==> config.mk <==
export PLATFORM = sky130hd
export DESIGN_NAME = jtag_scan_master
export DESIGN_NICKNAME = d
export VERILOG_FILES = /design/src/rtl/jtag_scan_master.sv
export SDC_FILE = /design/constraint.sdc
export NUM_CORES = 1
export LEC_CHECK = 0
export ABC_AREA = 1
export CAP_MARGIN = 25
export CORE_ASPECT_RATIO = 0.5
export CORE_MARGIN = 8
export CORE_UTILIZATION = 45
export DETAILED_ROUTE_END_ITERATION = 8
export PLACE_DENSITY = 0.71
export SETUP_SLACK_MARGIN = 0.05
export SLEW_MARGIN = 30
export SYNTH_ARGS = -nofsm -noshare
export SYNTH_HDL_FRONTEND = slang
export SYNTH_SLANG_ARGS = --single-unit
==> constraint.sdc <==
create_clock -name wb_clk_i -period 3.25 [get_ports wb_clk_i]
set_input_delay 0.65 -clock wb_clk_i [delete_from_list [all_inputs] [get_ports wb_clk_i]]
set_output_delay 0.65 -clock wb_clk_i [all_outputs]
set_load 0.03 [all_outputs]
==> src/rtl/jtag_scan_master.sv <==
`timescale 1ns/1ps
// Host-side JTAG sequencer: converts TAP-reset / IR-scan / DR-scan commands into
// TCK/TMS/TDI bit slots and returns the TDO bits captured during the shift phase.
module jtag_scan_master #(
    parameter int SHIFT_W = 256,
    parameter int LEN_W   = 8,
    parameter int CLK_DIV = 2
) (
    input  logic               wb_clk_i,
    input  logic               resetn,
    input  logic               cmd_valid,
    output logic               cmd_ready,
    input  logic [1:0]         cmd_op,
    input  logic [LEN_W-1:0]   cmd_len,
    input  logic [SHIFT_W-1:0] cmd_data,
    output logic               rsp_valid,
    input  logic               rsp_ready,
    output logic [SHIFT_W-1:0] rsp_data,
    output logic               rsp_err,
    output logic               busy,
    output logic               TCK,
    output logic               TMS,
    output logic               TDI,
    input  logic               TDO,
    output logic [2:0]         fsm_state
);

    // Handshakes: a command transfers on a cycle with cmd_valid & cmd_ready, a response
    // on a cycle with rsp_valid & rsp_ready; a raised valid holds its payload until then.

    typedef enum logic [2:0] {
        S_INIT   = 3'd0,
        S_IDLE   = 3'd1,
        S_PRE    = 3'd2,
        S_SHIFT  = 3'd3,
        S_POST   = 3'd4,
        S_RSTSEQ = 3'd5,
        S_RESP   = 3'd6
    } state_t;

    localparam int DIV_W = (CLK_DIV > 1) ? $clog2(CLK_DIV) : 1;

    state_t             state_q, state_d;
    logic [LEN_W-1:0]   slot_q, slot_d;
    logic [DIV_W-1:0]   div_q, div_d;
    logic               phase_q, phase_d;
    logic               tck_d, tms_d, tdi_d;
    logic               half_done;
    logic               accept;
    logic               capture;
    logic               is_ir_q;
    logic [LEN_W-1:0]   len_q;
    logic [SHIFT_W-1:0] data_q;

    function automatic logic slot_last(input state_t st, input logic [LEN_W-1:0] idx,
                                       input logic ir, input logic [LEN_W-1:0] len);
        logic r;
        case (st)
            S_INIT, S_RSTSEQ: r = (idx == LEN_W'(5));
            S_PRE:            r = (idx == (ir ? LEN_W'(3) : LEN_W'(2)));
            S_SHIFT:          r = (idx == len);
            S_POST:           r = (idx == LEN_W'(1));
            default:          r = 1'b1;
        endcase
        return r;
    endfunction

    // TMS for a slot: IR walks Idle->SelDR->SelIR->Capture->Shift, DR skips SelIR.
    function automatic logic tms_for(input state_t st, input logic [LEN_W-1:0] idx,
                                     input logic ir, input logic [LEN_W-1:0] len);
        logic r;
        case (st)
            S_INIT, S_RSTSEQ: r = (idx < LEN_W'(5));
            S_PRE:            r = ir ? (idx < LEN_W'(2)) : (idx == LEN_W'(0));
            S_SHIFT:          r = (idx == len);
            S_POST:           r = (idx == LEN_W'(0));
            default:          r = 1'b0;
        endcase
        return r;
    endfunction

    always_ff @(posedge wb_clk_i or negedge resetn) begin
        if (!resetn) begin
            state_q <= S_INIT;
            slot_q  <= '0;
            div_q   <= '0;
            phase_q <= 1'b0;
            TCK     <= 1'b0;
            TMS     <= 1'b1;
            TDI     <= 1'b0;
        end else begin
            state_q <= state_d;
            slot_q  <= slot_d;
            div_q   <= div_d;
            phase_q <= phase_d;
            TCK     <= tck_d;
            TMS     <= tms_d;
            TDI     <= tdi_d;
        end
    end

    always_comb begin
        state_d   = state_q;
        slot_d    = slot_q;
        div_d     = div_q;
        phase_d   = phase_q;
        tck_d     = TCK;
        tms_d     = TMS;
        tdi_d     = TDI;
        accept    = 1'b0;
        capture   = 1'b0;
        half_done = (div_q == DIV_W'(CLK_DIV - 1));
        case (state_q)
            S_IDLE: begin
                tck_d = 1'b0;
                tms_d = 1'b0;
                tdi_d = 1'b0;
                if (cmd_valid) begin
                    accept  = 1'b1;
                    slot_d  = '0;
                    div_d   = '0;
                    phase_d = 1'b0;
                    case (cmd_op)
                        2'b00:        state_d = S_RSTSEQ;
                        2'b01, 2'b10: state_d = S_PRE;
                        default:      state_d = S_RESP;
                    endcase
                    // Every sequence opens with TMS=1; a reserved op never touches the TAP.
                    tms_d = (cmd_op != 2'b11);
                end
            end
            S_RESP: begin
                tck_d = 1'b0;
                tms_d = 1'b0;
                tdi_d = 1'b0;
                if (rsp_ready) begin
                    state_d = S_IDLE;
                end
            end
            default: begin
                div_d = half_done ? '0 : div_q + DIV_W'(1);
                if (half_done && !phase_q) begin
                    tck_d   = 1'b1;
                    phase_d = 1'b1;
                    capture = (state_q == S_SHIFT);
                end else if (half_done && phase_q) begin
                    tck_d   = 1'b0;
                    phase_d = 1'b0;
                    if (slot_last(state_q, slot_q, is_ir_q, len_q)) begin
                        slot_d = '0;
                        case (state_q)
                            S_INIT:   state_d = S_IDLE;
                            S_PRE:    state_d = S_SHIFT;
                            S_SHIFT:  state_d = S_POST;
                            S_POST:   state_d = S_RESP;
                            S_RSTSEQ: state_d = S_RESP;
                            default:  state_d = S_IDLE;
                        endcase
                    end else begin
                        slot_d = slot_q + LEN_W'(1);
                    end
                    // Next slot's TMS/TDI are launched together with the falling TCK.
                    tms_d = tms_for(state_d, slot_d, is_ir_q, len_q);
                    tdi_d = (state_d == S_SHIFT) ? data_q[slot_d] : 1'b0;
                end
            end
        endcase
    end

    always_ff @(posedge wb_clk_i or negedge resetn) begin
        if (!resetn) begin
            is_ir_q  <= 1'b0;
            len_q    <= '0;
            data_q   <= '0;
            rsp_data <= '0;
            rsp_err  <= 1'b0;
        end else if (accept) begin
            is_ir_q  <= (cmd_op == 2'b01);
            len_q    <= cmd_len;
            data_q   <= cmd_data;
            rsp_data <= '0;
            rsp_err  <= (cmd_op == 2'b11);
        end else if (capture) begin
            rsp_data[slot_q] <= TDO;
        end
    end

    assign cmd_ready = (state_q == S_IDLE);
    assign rsp_valid = (state_q == S_RESP);
    assign busy      = (state_q != S_IDLE);
    assign fsm_state = state_q;

endmodule

==> results.md, run 1 <==
Setup path:
- For the worst flop-to-flop path, the logic depth is 18.
- Following the worst setup path forward leads to its endpoint at cmd_ready.
- The critical path start-end classification is flop to primary output.
- The delay contributed by the slowest stage of the critical path is 0.73 ns.
- The critical path goes through buf_4 > nor2_1 > nand2_2 > inv_2 > clkdlybuf4s50_1.
- The reg-to-reg setup timing slack is just under 0.3 ns.
- The worst endpoint required time is 2.60 ns.
- Among cell families on the critical path, the largest total delay comes from buffers and inverters.
- STA classifies the critical path endpoint as a primary output.
- The startpoint of the lowest-slack register-to-register path is slot_q[0].
- The cell type of the slowest stage on the worst timing path is sky130_fd_sc_hd__clkdlybuf4s50_1.
- The critical path starts at fsm_state[1].
- The critical register-to-register path endpoint is TDI.
- The buffer and inverter count on the worst path is 3.
- Data on the critical path arrives at its endpoint at 2.33 ns.
- The maximum fanout along the worst path is 9.
- STA classifies the critical path startpoint as a flop.
- The depth of the critical timing path with buffers and inverters included is 5.

Pwr:
- VDD sags by at most 0.680 mV.
- The internal power consumption is about 16 mW.
- Combinational logic burns 42.6% of the power.
- The power density over the cells is 799 mW/mm^2.
- In this run, flip-flops and latches consume between 30% and 40% of the power.
- For this design the total switching power over the nets is 11.8 mW.
- Per report_power, the clock group accounts for between 20% and 30% of the total.
- In this run the static leakage power is 18.7 nW.
- Of the total power, the share spent switching nets is 42.9%.

Logic synthesis:
- In the synthesized netlist the dominant register cell turns out to be sky130_fd_sc_hd__dfrtp_1.
- Counting every net in the synthesized netlist gives 3851.
- Averaged over all synthesized cells, the footprint is 7.40 um^2.
- The count of unique library cells instantiated by Yosys is 40.
- Yosys printed 0 warnings.
- The synthesized design contains 0 enable-type register cells.
- The area of the mapped netlist is 0.0264 mm^2.
- After synthesis, the share of flip-flops with an asynchronous set or reset is 100%.
- After synthesis, the largest area contributor takes up 50.8% of total cell area.
- The instance count of the mapped netlist is 3572.
- The number of flip-flops and latches in the synthesized netlist is about 540.
- The largest total area in the synthesized netlist belongs to sky130_fd_sc_hd__dfrtp_1.
- The sequential area share after synthesis is 50.9%.
- Yosys attributes the largest share of cell area to sky130_fd_sc_hd__dfrtp_1 (51%), sky130_fd_sc_hd__nand2_1 (23%), sky130_fd_sc_hd__o21ai_0 (5.3%), sky130_fd_sc_hd__inv_1 (4.6%), sky130_fd_sc_hd__nand3_1 (3.9%).

Route:
- The total iterations of the first detailed-routing run is 8.
- The detailed router finished its first iteration with 2312 violations.
- After detailed routing, the number of remaining DRC violations is 0.
- The number of nets with antenna violations after routing is 0.
- The routed wire length is approximately 93000 um.
- Using the TritonRoute via totals, the vias-per-cell ratio works out to 5.23.
- The wire length per cell is 19.3 um.
- The routed layout has 25.2k vias.

GRT:
- In the global route stage, overall resource usage came out at 26.7%.
- The number of global-route vias before repair came to 24.6k.
- The initial antenna violation count was 2.
- Entering global routing, the biggest net connects 218 pins.
- After global routing the overflow that remains totals 0.
- The first global-routing pass estimated 145000 um of wire.

Die:
- The top-level I/O count is between 500 and 600.
- Measured along the x axis, the die boundary spans 359 um.
- In this run the standard cell core region covers 0.0577 mm^2.
- From bottom edge to top edge, the die measures 187 um.
- In this run the core area contains 62 standard-cell rows.
- The initial standard-cell utilization of the core is 45.8%.
- The overall die area is approximately 0.067 mm^2.

STA:
- The fmax is 336 MHz.
- The shortest period the worst path allows is slightly below 3 ns.
- The headroom to the max-slew limit is 21.9%.
- The summed negative setup slack over all endpoints is 0 ns.
- The final-report max-slew violation count was 0.
- The worst hold margin is 0.0869 ns.
- Setup violations remaining at the end of the flow were counted as 0.
- The worst clock skew on the final layout is 0.00936 ns.
- The final critical path takes up 91.7% of the cycle.
- Setup repair after global routing left no endpoint under its margin.
- The final hold violation count is 0.
- At the pin with the least slew margin, the transition time is between 1 and 1.5 ns.

Cells and area:
- The top cell types in the final layout, fill and taps aside, are sky130_fd_sc_hd__nand2_1 (1648), sky130_fd_sc_hd__dfrtp_1 (536), sky130_fd_sc_hd__clkdlybuf4s50_1 (535), sky130_fd_sc_hd__inv_1 (323), sky130_fd_sc_hd__o21ai_0 (281).
- Compared with the post-synthesis result, the final layout area differs by 30.4%.
- After the last flow step, the layout net total stands at 4308.
- The commonest non-fill, non-tap cell in the layout is sky130_fd_sc_hd__nand2_1.
- The end-of-flow core utilization is 59.7%.
- The layout cell share with drive strength beyond 1 is 5.79%.

Flow run:
- Max-cap violations in this run came to 0.

Clock network:
- In this run, CTS created clock tree buffers numbering 49.
- The clock input transition at the sequential cells of the worst setup and hold paths is 0.07 ns.
- The clock insertion delay at the later pin of the skew report is approximately 0.59 ns.
- The clock root buffer is sky130_fd_sc_hd__clkbuf_16.
- The maximum root-to-sink buffer count is 3.
- In this run the number of H-tree levels came out at 2.
- The clock drives 538 sinks.
- TritonCTS built the clock tree.

Status:
- The flow ran to the end, and the final reports show no timing, DRC or antenna violations.

Placed design:
- The count of buffers added on input and output ports is between 500 and 600.
- The congestion estimate from routability-driven global placement came to around 0.93.
- The detailed-placement wirelength estimate is 64700 um.

Worst hold path:
- The worst hold path belongs to the class input pin to async pin.
[layout make-up]
class / count / area (um^2)
fillers: 5193 / 23200
flip-flops and latches: 538 / 13500
multi-input cells: 2472 / 10800
repair buffers: 634 / 6270
clock buffers: 66 / 1400
inverters: 334 / 1270
well taps: 768 / 961
clock inverters: 16 / 287
diodes: 2 / 5.00
[cell families (layout without fill, tap and decap cells)]
kind of cell	Yosys count	count (layout)	synth area share, %
simple gates	2061	2061	31.5
buf+inv	562	1050	8.55
flops	538	538	50.9
compound gates	383	383	7.88
mux	12	12	0.511
fa+ha+maj	8	8	0.379
xor+xnor	8	8	0.265
other cells	0	2	0
[worst reg2reg max path, delay by kind of cell (launching register included)]
kind / cells / cell delay [ns]
fa+ha+maj: 1 / 0.34
buf+inv: 3 / 0.88
flops: 1 / 0.50
simple gates: 14 / 1.11
[stage by stage]
| stage | total power, mW | instance area, um^2 | worst slack [ns] | cells |
|---|---|---|---|---|
| after detailed placement | 21.1 | 32700 | 0.0924 | 4743 |
| final | 27.5 | 34500 | 0.269 | 4830 |
| after floorplan | 17.3 | 26400 | 0.281 | 3572 |
| after global routing | 29.3 | 34500 | 0.0784 | 4830 |
| after CTS | 27.4 | 34400 | 0.0732 | 4825 |
| after global placement | 20.9 | 32700 | 0.123 | 4743 |
[per-layer routing]
layer | routed length (um) | up-vias | GRT usage (%)
li1 | - | 12087 | -
met1 | 38500 | 12025 | 34.4
met2 | 45900 | 945 | 45.8
met3 | 5480 | 192 | 3.85
met4 | 3390 | 0 | 9.38
met5 | 0 | - | 0
[how the worst min path moves through the flow]
stage / from / endpoint / slack, ns / depth (start not counted)
after floorplan: resetn / TCK / 0.35 / 0
after global placement: data_q[155] / data_q[155] / 0.45 / 2
after detailed placement: data_q[191] / data_q[191] / 0.46 / 2
after CTS: resetn / data_q[173] / 0.08 / 1
after global routing: resetn / data_q[183] / 0.11 / 1
final: resetn / data_q[183] / 0.09 / 1
[power groups by stage]
stage	logic (mW)	registers [mW]	clock network, mW
floorplan	8.02	9.27	0
global route	13.0	9.63	6.67
finish	11.7	9.49	6.31
detailed placement	11.5	9.55	0
CTS	11.6	9.46	6.37
global placement	11.3	9.55	0
[what timing repair did]
item | 4_1_cts | 5_1_grt
hold buffers | 0 | 0
gates resized for setup | 0 | 11
buffers inserted | 0 | 3
setup endpoints to repair | 0 | 1
[synthesized netlist by cell type, types with 12 or more instances]
cell,count
sky130_fd_sc_hd__dfrtp_1,537
sky130_fd_sc_hd__a22oi_1,25
sky130_fd_sc_hd__inv_1,325
sky130_fd_sc_hd__a31oi_1,26
sky130_fd_sc_hd__nor2_1,91
sky130_fd_sc_hd__buf_1,17
sky130_fd_sc_hd__nand4_1,88
sky130_fd_sc_hd__nand2_1,1648
sky130_fd_sc_hd__nand3_1,208
sky130_fd_sc_hd__o21ai_0,281
sky130_fd_sc_hd__a21oi_1,21
sky130_fd_sc_hd__mux2_2,12
sky130_fd_sc_hd__o211ai_1,16
sky130_fd_sc_hd__clkbuf_1,163
sky130_fd_sc_hd__buf_2,28
[registers in the layout, indices dropped and copies added, names as in the netlist, 3 cells and up]
signal,flops
data_q,256
len_q,8
fsm_state,3
rsp_data,256
slot_q,8
Note: power is estimated with default switching activity, not from simulation.
==> run 2: changes to the inputs <==
- DONT_BUFFER_PORTS: unset -> 1
- MAX_ROUTING_LAYER: unset -> met4
- PLACE_DENSITY: 0.71 -> unset
==> run 2 against run 1 <==
The flow now finishes with violations (negative hold slack). Worst hold slack lost 0.096 ns. Die area stayed put. Cell count is 11% lower. Via count down 8.9%. Sequential cell count stayed put. Sequential share of layout area increased by 6.7 points. First-iteration DRC count is 2.8% lower. Setup slack worse by 0.013 ns. Critical path type is now flop to flop.
==> results.md, run 2 (synthesis results as in run 1) <==
Status:
- The run finished, with violations left.
- The final reports fail on negative hold slack.

STA:
- The final hold violation count is 1.
- The worst clock skew on the final layout is 0.0152 ns.
- Static timing analysis puts the maximum clock frequency at 334 MHz.
- The worst-margin pin slew is between 0.9 and 1 ns.
- After layout, the worst path uses 92.1% of the clock period.
- Summed over all failing endpoints, the final setup total negative slack is 0 ns.
- Across all hold checks on the routed design, the worst slack comes to -0.00894 ns.
- Setup repair after global routing could not meet its margin everywhere.
- The headroom to the max-slew limit is between 30% and 40%.
- The shortest period the worst path allows is 2.99 ns.
- The final-report max-slew violation count is 0.
- Setup violations remaining at the end of the flow were counted as 0.

Cells and area:
- Fill cells in the final layout number 5606.
- At the end of the flow, the number of nets in the layout was 3776.
- Cells with a size suffix above 1 make up 7.21% of the layout.
- The commonest non-fill, non-tap cell in the layout is sky130_fd_sc_hd__nand2_1.
- The end-of-flow core utilization is 51.0%.
- The layout overhead on the synthesized area is 11.3%.
- The largest registers in the layout are data_q (256), rsp_data (256).
- In the layout the commonest cells are sky130_fd_sc_hd__nand2_1 (1647), sky130_fd_sc_hd__dfrtp_1 (537), sky130_fd_sc_hd__inv_1 (322), sky130_fd_sc_hd__o21ai_0 (281), sky130_fd_sc_hd__nand3_1 (208).
- After routing the design area is 0.0294 mm^2.
- The final non-filler cell total is 4315.

Clock network:
- The clock input transition at the sequential cells of the worst setup and hold paths is 0.07 ns.
- Buffers inserted during clock tree synthesis total 52.
- The clock net in this run drives a total of 538 sinks.
- The H-tree was split into 2 levels.
- The clock root buffer is sky130_fd_sc_hd__clkbuf_16.
- Counting along the longest clock path gives a buffer depth of 3.
- The TritonCTS clock tree is yes.
- The clock insertion delay at the later pin of the skew report is 0.59 ns.

Pwr:
- Cell internal power was estimated by the tool at 15.8 mW.
- The switching component of the power is between 10 and 15 mW.
- The combinational group share of total power is 41.4%.
- The overall power consumption is 27.7 mW.
- In this run switching power makes up 43.0% of total power.
- The maximum vdd drop is 0.852 mV.
- Per report_power, the clock group accounts for 24.1% of the total.
- Power spread over the standard cell area amounts to 940 mW/mm^2.
- Summed over all cells, the static leakage comes to 16.9 nW.
- Per report_power, the sequential group accounts for 34.5% of the total.

GRT:
- The number of global-route vias before repair is approximately 22k.
- For this run, global-route usage on met3 was measured as 4.56%.
- The met1 layer usage reported by global route is 33.0%.
- For this run, global-route usage on met2 was measured as 41.3%.
- The maximum number of pins on one net before global-route repair is 539.
- For this run, the total global-route usage over all layers was measured as ~26%.
- The layer carrying the most global-route usage is met2.
- The initial antenna violation count came to 8.
- The global-route wire length before repair is 135000 um.
- The total overflow left after global routing is 0.

Placed design:
- The cell count after placement is 4191.
- The count of port buffers added during placement is 0.
- At the end of routability-driven placement, the weighted congestion stood at between 0.8 and 0.9.
- The cell area after placement is 0.0272 mm^2.
- The wire-length estimate of the detail-placed layout is 58200 um.

Setup path:
- The startpoint identified for the worst register-to-register timing path is fsm_state[2].
- The reg-to-reg setup timing slack is 0.26 ns.
- The worst endpoint required time is around 3.7 ns.
- The worst reg-to-reg path cell count is 22.
- The endpoint kind of the worst setup timing path is a flop.
- The delay contributed by the slowest stage of the critical path is 0.46 ns.
- In this design, the critical path's most frequently occurring cell is sky130_fd_sc_hd__nand2_1.
- In this run the worst path has a maximum fanout of 10.
- Walking the worst path, the cells encountered are nor2_4 > buf_4 > nand2_1 > nand2_1 > nand2_1 > inv_1 > nand2_1 > nor2_4 > nand2_4 > nand2_4 > inv_1 > nand3_1 > clkinvlp_4 > buf_4 > nand2_1 > nor2_1 > nand2_1 > nand3_1 > nand3_1 > nand3_1 > nand3_1 > nand2_1.
- By startpoint and endpoint, the worst setup path is classified as flop to flop.
- At the worst endpoint, the arrival time is between 3 and 4 ns.
- The critical register-to-register path endpoint is TDI.
- STA classifies the critical path startpoint as a flop.
- The largest individual stage delay along the critical path comes from the cell sky130_fd_sc_hd__dfrtp_1.

Die:
- The floorplan core area is about 0.058 mm^2.
- In this run the core area contains 62 standard-cell rows.
- The top-level I/O count is 537.
- In this run the horizontal extent of the chip is 359 um.
- From bottom edge to top edge, the die measures 187 um.
- The initial utilization of the core area, before any placement, comes to a little under half.
- The overall die area is 0.0672 mm^2.

Worst hold path:
- The class of the tightest hold or removal check is input pin to async pin.

Route:
- For this run, design rule violations remaining after detail routing come to 0.
- For this block, the initial DRC count from the detailed router was between 2k and 2.5k.
- In the routed layout, each cell is associated on average with a via count of 5.33.
- The wire length per cell is 20.7 um.
- The detailed router placed 23.0k vias in this run.
- The number of nets with antenna violations after routing is 0.
- Wires add up to 89300 um.
- The first detailed-routing pass took 6 iterations.

Flow run:
- The tool flagged a number of max-cap violations equal to 0.
[run 2: changes by cell type in the layout (fill, tap and decap cells not counted), moves of 4 or more]
cell / delta
sky130_fd_sc_hd__buf_16: +5
sky130_fd_sc_hd__buf_4: -5
sky130_fd_sc_hd__clkbuf_8: +4
sky130_fd_sc_hd__clkdlybuf4s50_1: -535
sky130_fd_sc_hd__clkinv_2: +7
sky130_fd_sc_hd__diode_2: +6
[run 2: area by class of cell]
cell class	instances	area, um^2	area share, %
antenna	8	20.0	0.0680
clock buffer	69	1500	5.08
clock inverter	27	354	1.20
inverter	334	1280	4.35
multi-input combinational	2473	10800	36.8
sequential	538	13500	45.7
tap	768	961	3.26
timing repair buffer	98	1020	3.47
[run 2: through the flow]
| stage | hold slack [ns] | setup WS (ns) |
|---|---|---|
| 6_report | -0.00894 | 0.256 |
| 5_1_grt | 0.105 | 0.0471 |
| 4_1_cts | -0.247 | 0.143 |
| 3_5_place_dp | 0.396 | 0.182 |
| 3_3_place_gp | 0.398 | 0.181 |
| 2_1_floorplan | 0.354 | 0.281 |
[run 2: per-layer routing]
metal  vias up  wire length [um]
met5         -                 0
met4         0              3660
met3       180              5290
met2       789             42800
met1     11000             37500
li1      11039                 -
[run 2: worst max path at each step]
stage          depth (start not counted)            end          from  slack (ns)
2_1_floorplan                         10  rsp_data[215]  fsm_state[1]        0.28
3_3_place_gp                          23            TDI  fsm_state[2]        0.18
3_5_place_dp                          23            TDI  fsm_state[2]        0.18
4_1_cts                               23            TDI  fsm_state[2]        0.14
5_1_grt                               23            TDI  fsm_state[0]        0.05
6_report                              22            TDI  fsm_state[2]        0.26
[run 2: power by group through the flow]
| stage | logic, mW | clock network (mW) | registers [mW] |
|---|---|---|---|
| after CTS | 10.9 | 6.79 | 9.54 |
| after global routing | 12.9 | 7.07 | 9.73 |
| after floorplan | 8.02 | 0 | 9.27 |
| final | 11.5 | 6.66 | 9.55 |
| after detailed placement | 10.9 | 0 | 9.64 |
| after global placement | 10.8 | 0 | 9.65 |
[run 2: critical path: cells and delay by family, from the launching register on]
family        cells  cell delay, ns
flops             1            0.46
simple gates     17            1.64
buf+inv           5            0.78
[run 2: timing repair]
action	4_1_cts	5_1_grt
buffers inserted	0	12
gates resized for setup	0	16
setup endpoints to repair	0	5
hold endpoints to repair	537	94
